File: src/rtl/pipeline_skid_stage_if.sv
// Valid/ready bus for one elastic pipeline boundary: upstream (in_*) and downstream (out_*) sides.
// Handshake: a transfer happens on a rising edge where valid & ready are both 1; valid never waits on ready.
interface pipeline_skid_stage_if #(
    parameter int WIDTH = 32
);
    logic             in_valid;
    logic             in_ready;
    logic [WIDTH-1:0] in_data;
    logic             out_valid;
    logic             out_ready;
    logic [WIDTH-1:0] out_data;

    modport master (
        output in_valid, in_data, out_ready,
        input  in_ready, out_valid, out_data
    );

    modport slave (
        input  in_valid, in_data, out_ready,
        output in_ready, out_valid, out_data
    );
endinterface

File: src/rtl/pipeline_skid_stage.sv
// Elastic two-entry pipeline register with registered in_ready, synchronous flush and bubble masking.
// o_count doubles as the exposed FSM state (0 EMPTY, 1 ONE, 2 TWO).
module pipeline_skid_stage #(
    parameter int               WIDTH        = 32,
    parameter logic [WIDTH-1:0] BUBBLE_VALUE = '0
) (
    input  logic                 i_clk,
    input  logic                 i_rst,
    input  logic                 i_flush,
    pipeline_skid_stage_if.slave bus,
    output logic [1:0]           o_count
);
    typedef enum logic [1:0] {
        ST_EMPTY = 2'd0,
        ST_ONE   = 2'd1,
        ST_TWO   = 2'd2
    } state_t;

    state_t           r_state;
    state_t           w_next_state;
    logic             r_in_ready;
    logic [WIDTH-1:0] r_main;
    logic [WIDTH-1:0] r_skid;

    logic w_in_fire;
    logic w_out_fire;
    logic w_out_valid;
    logic w_load_main;
    logic w_main_from_skid;
    logic w_load_skid;

    assign w_in_fire  = bus.in_valid & r_in_ready;
    assign w_out_fire = w_out_valid & bus.out_ready;

    // State register; in_ready stays low during reset and rises on the first clocked edge.
    always_ff @(posedge i_clk or negedge i_rst) begin
        if (!i_rst) begin
            r_state    <= ST_EMPTY;
            r_in_ready <= 1'b0;
        end else begin
            r_state    <= w_next_state;
            r_in_ready <= (w_next_state != ST_TWO);
        end
    end

    // Next-state and datapath steering; flush overrides everything, discarding any in_fire.
    always_comb begin
        w_next_state     = r_state;
        w_load_main      = 1'b0;
        w_main_from_skid = 1'b0;
        w_load_skid      = 1'b0;
        if (i_flush) begin
            w_next_state = ST_EMPTY;
        end else begin
            case (r_state)
                ST_EMPTY: begin
                    if (w_in_fire) begin
                        w_load_main  = 1'b1;
                        w_next_state = ST_ONE;
                    end
                end
                ST_ONE: begin
                    if (w_in_fire && w_out_fire) begin
                        w_load_main = 1'b1;
                    end else if (w_in_fire) begin
                        w_load_skid  = 1'b1;
                        w_next_state = ST_TWO;
                    end else if (w_out_fire) begin
                        w_next_state = ST_EMPTY;
                    end
                end
                ST_TWO: begin
                    if (w_out_fire) begin
                        w_load_main      = 1'b1;
                        w_main_from_skid = 1'b1;
                        w_next_state     = ST_ONE;
                    end
                end
                default: w_next_state = ST_EMPTY;
            endcase
        end
    end

    // Payload registers carry no reset; out_data is masked while no entry is live.
    always_ff @(posedge i_clk) begin
        if (w_load_main) r_main <= w_main_from_skid ? r_skid : bus.in_data;
        if (w_load_skid) r_skid <= bus.in_data;
    end

    always_comb begin
        w_out_valid  = (r_state != ST_EMPTY);
        bus.out_data = w_out_valid ? r_main : BUBBLE_VALUE;
        bus.in_ready = r_in_ready;
        o_count      = r_state;
    end

    assign bus.out_valid = w_out_valid;
endmodule

File: src/flat_wrapper.sv
// flat-port wrapper written by rule: the top's interface ports become plain ports
module pipeline_skid_stage_flat 
#(
    parameter int               WIDTH        = 32,
    parameter logic [WIDTH-1:0] BUBBLE_VALUE = '0
)
  (i_clk, i_rst, i_flush, o_count, bus_in_valid, bus_in_data, bus_out_ready, bus_in_ready, bus_out_valid, bus_out_data);
  pipeline_skid_stage_if #(.WIDTH(WIDTH)) bus_i ();
  input  logic i_clk;
  input  logic i_rst;
  input  logic i_flush;
  output logic [1:0] o_count;
  input wire logic [$bits(bus_i.in_valid)-1:0] bus_in_valid;
  input wire logic [$bits(bus_i.in_data)-1:0] bus_in_data;
  input wire logic [$bits(bus_i.out_ready)-1:0] bus_out_ready;
  output wire logic [$bits(bus_i.in_ready)-1:0] bus_in_ready;
  output wire logic [$bits(bus_i.out_valid)-1:0] bus_out_valid;
  output wire logic [$bits(bus_i.out_data)-1:0] bus_out_data;
  assign bus_i.in_valid = bus_in_valid;
  assign bus_i.in_data = bus_in_data;
  assign bus_i.out_ready = bus_out_ready;
  assign bus_in_ready = bus_i.in_ready;
  assign bus_out_valid = bus_i.out_valid;
  assign bus_out_data = bus_i.out_data;
  pipeline_skid_stage #(.WIDTH(WIDTH), .BUBBLE_VALUE(BUBBLE_VALUE)) u_core (.i_clk(i_clk), .i_rst(i_rst), .i_flush(i_flush), .bus(bus_i), .o_count(o_count));
endmodule
File: config.mk
export PLATFORM = sky130hd
export DESIGN_NAME = pipeline_skid_stage_flat
export DESIGN_NICKNAME = d
export VERILOG_FILES = /design/src/rtl/pipeline_skid_stage_if.sv /design/src/rtl/pipeline_skid_stage.sv /design/src/flat_wrapper.sv
export SDC_FILE = /design/constraint.sdc
export NUM_CORES = 1
export LEC_CHECK = 0
export CORE_ASPECT_RATIO = 0.9
export CORE_MARGIN = 2
export CORE_UTILIZATION = 29
export CTS_BUF_LIST = sky130_fd_sc_hd__clkbuf_8 sky130_fd_sc_hd__clkbuf_16
export DETAILED_ROUTE_END_ITERATION = 6
export PLACE_DENSITY = 0.58
export SETUP_SLACK_MARGIN = 0.1
export SYNTH_ARGS = -nofsm -noshare
export SYNTH_HDL_FRONTEND = slang
export SYNTH_SLANG_ARGS = --single-unit
File: constraint.sdc
create_clock -name i_clk -period 8.1 [get_ports i_clk]
set_input_delay 0.81 -clock i_clk [delete_from_list [all_inputs] [get_ports i_clk]]
set_output_delay 0.81 -clock i_clk [all_outputs]
set_load 0.1 [all_outputs]
== Yosys cells after proc, flatten, opt, wreduce, memory -nomap -nowiden ==
Cells that the tools add are included.

* Eq/ne operators: 3
* Reductions and logical operators: 3
* Bitwise logic cells: 2
* Multiplexer cells: 19

{| class="wikitable"
|+ Operator list
! kind !! number
|-
| 2-to-1 mux 32 bit || 2
|-
| 2-to-1 mux 2 bit || 6
|-
| 2-to-1 mux 1 bit || 9
|-
| case mux 2 bit (3 select lines) || 1
|-
| case mux 1 bit (3 select lines) || 1
|-
| bitwise AND 1 bit || 2
|-
| == test 2 x 1 -> 1 bit (second input constant) || 1
|-
| == test 2 bit (second input constant) || 1
|-
| zero test 2 bit || 1
|-
| != test 2 bit (second input constant) || 1
|-
| nonzero test 2 bit || 1
|-
| logical AND 1 bit || 1
|}

* Register bits after elaboration: 67

== Logic depth before layout (Yosys ltp) ==
* Depth in word-level cells: 8
* Mapped depth: 4

== Worst setup path before layout ==
No wires, ideal clock.

* Path type: register -> output
* From: register u_core.r_state[0] (netlist: u_core.o_count[0])
* To: output port bus_out_data[10]
* Slack: 4.442 ns
* Arrival time: 2.848 ns
* Cell stages (with the launch flop): 4
* Path through: dfrtp_1 > nor2_1 > clkbuf_1 > nor2b_1

* Longest elaborated chain between the ends: 2

{| class="wikitable"
|+ RTL lines
! item !! RTL line !! RTL
|-
| start, declared || pipeline_skid_stage.sv:19 || <nowiki>state_t r_state;</nowiki>
|-
| start signal, assigned || pipeline_skid_stage.sv:41 || <nowiki>r_state <= w_next_state;</nowiki>
|-
| nonzero test 2 bit || pipeline_skid_stage.sv:91 || <nowiki>w_out_valid = (r_state != ST_EMPTY);</nowiki>
|-
| 2-to-1 mux 32 bit || pipeline_skid_stage.sv:92 || <nowiki>bus.out_data = w_out_valid ? r_main : BUBBLE_VALUE;</nowiki>
|-
| end, declared || flat_wrapper.sv:18 || <nowiki>output wire logic [$bits(bus_i.out_data)-1:0] bus_out_data;</nowiki>
|}

Every way passes these cells.

== Worst setup path in the final report ==
* From: register u_core.r_state[1] (netlist: u_core.o_count[1])
* To: output port bus_out_data[10]

The elaborated chain is that of the path after synthesis.

==> qor.csv <==
stage,metric,value,unit
cts,clock sink count,67,
worst_setup_path,critical path arrival,2620,ps
pwr,Max IR drop VDD,0.0000809,V
worst_setup_path,Critical Path Start Type,register,
cells_and_area,area grow syn2layout,37.8,%
routing,remaining antenna violation count,0,
global_routing,initial antenna violation count,0,
cells_and_area,layout cells sized above 1,22.6,%
cells_and_area,most frequent cells in the layout,"72 x clkdlybuf4s50_1, 64 x edfxtp_1, 33 x nor2b_1",
routing,Remaining DRCs,0,
cells_and_area,"commonest non-fill, non-tap cell in the layout",clkdlybuf4s50_1,
global_routing,Most Crowded Layer GR,met2,
cts,clock root buffer,clkbuf_8,
cells_and_area,Antenna Cells,0,
hold_path,Hold Path Class,reg2reg,
cells_and_area,fin nets,271,
cts,postcts setup bufs,0,
die,# rows,34,
die,io pins,73,
cts,Inserted Clock Buffers,9,
synthesis,synth top area cells,"edfxtp_1 67%, mux2_4 16%, nor2b_1 7.2%",
global_routing,GR Overflow Total,0,
global_routing,met2 GRT Util,14.5,%
timing,Max Fclk,0.292,GHz
routing,Avg WL per Cell,13.0,um
synthesis,syn nets,192,
die,core area,0.00961,mm^2
cts,Hold Buf Count CTS,0,
synthesis,post-synthesis sequential area ratio,70.1,%
timing,RSZ-0062 raised after global routing,no,
cells_and_area,Layout Utilization,40.8,%
die,die area,0.0106,mm^2
global_routing,met1 Use GR,11.5,%
routing,Initial DRC Count,46,
routing,final WL,4730,um
die,Die H,98.0,um
cts,CTS tree,done,
synthesis,yosys synthesis warning count,0,
cells_and_area,design area,0.00393,mm^2
timing,final hold violation count,0,
pwr,Pwr per Cell Area,216,mW/mm^2
routing,DR vias/cell,4.17,
synthesis,"area leader, netlist",edfxtp_1,
synthesis,Synth Register Bits,67,
synthesis,Mean Syn Cell Area,18.4,um^2
timing,clk_skew,9.66,ps
timing,post-layout min period,3430,ps
global_routing,largest net degree at the start of global routing,34,
synthesis,top cell type's share of synthesized area,67.5,%
routing,Pre-antenna DRT Iters,4,
worst_setup_path,Critical Path End Type,output port,
timing,final cycle utilization of the critical path,42.3,%
die,DIE WIDTH,108,um
global_routing,first-pass GRT wire length,7550,um
cells_and_area,Final Non-Filler Cells,365,
global_routing,Total GRT Usage,9.40,%
global_routing,met3 usage,3.47,%
synthesis,Mapped Cells,155,
timing,Slew @ Worst Pin,1030,ps
placed_design,HPWL after DPL,3150,um
cts,Skew-Pair Late Insertion Delay,330,ps
routing,vias,1521,
worst_setup_path,Critical Path Fanout Max,33,
die,initial core utilization,29.6,%
timing,Slew HR,31.2,%
synthesis,post-synthesis cell type count,23,
placed_design,placed cell areas,0.00372,mm^2
synthesis,post-synthesis cell area,0.00285,mm^2
placed_design,input/output buffers,72,
cts,PostCTS Resize Cnt,0,
timing,setup_tns,0,ps
cts,H-tree lvl count,3,
cts,clk buf depth,2,
cells_and_area,fill count,913,
run_status,status,completed,
timing,Slew Limit Fails,0,
worst_setup_path,critical path class,reg2out,
run,max-cap violation count,0,
global_routing,vias in the first global route,1537,
placed_design,placed insts,349,
pwr,leakage,0.00134,uW
timing,final setup fails,0,
placed_design,GP Congestion,0.640,
cts,Clock transition at path regs,70,ps
worst_setup_path,WP data required,7290,ps
-- logic make-up (layout without fill, tap and decap cells) --
logic type	count (synthesis)	in the layout	synth area share [%]
buffers and inverters	8	92	1.84
AOI/OAI and AO/OA	3	3	0.615
muxes	33	33	17.0
DFF	67	67	70.1
and+or+nand+nor	44	44	10.5
-- stage by stage --
step                      hold slack, ps  setup slack (ps)  total power (uW)
after global placement               531              4890               568
after detailed placement             534              4860               568
after CTS                            549              4610               860
after floorplan                      514              4440               518
after global routing                 559              4520               878
final                                546              4670               847
-- Yosys cell counts (all sizes together) --
cell type,number
clkbuf,3
nor2,1
inv,2
and2b,1
or3,2
edfxtp,64
mux2,32
mux2i,1
nand2,1
nor4b,2
nor2b,33
a211oi,1
nand3b,1
buf,3
and3b,2
nor3,1
a21oi,1
dfrtp,3
o21ai,1
-- layer usage --
metal / part of all wire, % / vias up / routed length [um]
li1: - / 734 / -
met1: 44 / 733 / 2090
met2: 47 / 43 / 2240
met3: 6.4 / 11 / 303
met4: 2.1 / 0 / 98
met5: 0 / - / 0
-- path summary, 6_finish.rpt --
kind | end | slack [ps] | from | cells past startpoint
max in group asynchronous | u_core.o_count[0] | 7300 | i_rst | 1
setup reg to reg | u_core.r_main[12] | 5760 | u_core.o_count[0] | 3
hold reg to reg | u_core.r_main[0] | 550 | u_core.r_skid[0] | 1
min in group asynchronous | u_core.bus.in_ready | 650 | i_rst | 1
setup / recovery | bus_out_data[10] | 4670 | u_core.o_count[1] | 3
hold / removal | u_core.r_main[0] | 550 | u_core.r_skid[0] | 1
-- final cells by class --
class                           count  area, um^2  share of cell area (%)
Timing Repair Buffer               74         736                    18.7
Sequential cell                    67        2000                    50.9
Clock inverter                      7        83.8                    2.14
Inverter                            2        7.51                   0.191
Multi-Input combinational cell     80         820                    20.9
Clock buffer                        9         124                    3.16
Tap cell                          126         158                    4.02
-- power breakdown --
part	internal (uW)	switching, uW	leakage [uW]
Clock	170	118	0.000105
Sequential	393	3.36	0.000623
Combinational	51.4	111	0.000609
-- registers in the layout, indices dropped and copies added, names as in the netlist --
name	flops
u_core.r_main	32
u_core.r_skid	32
u_core.o_count	2
u_core.bus.in_ready	1
-- worst max-delay path, stage by stage (launching register included) --
cell,delay (ps)
dfrtp_1,490
nor2_4,630
nor2b_1,150
clkdlybuf4s50_1,1010
Power figures use the tool's default switching activity.
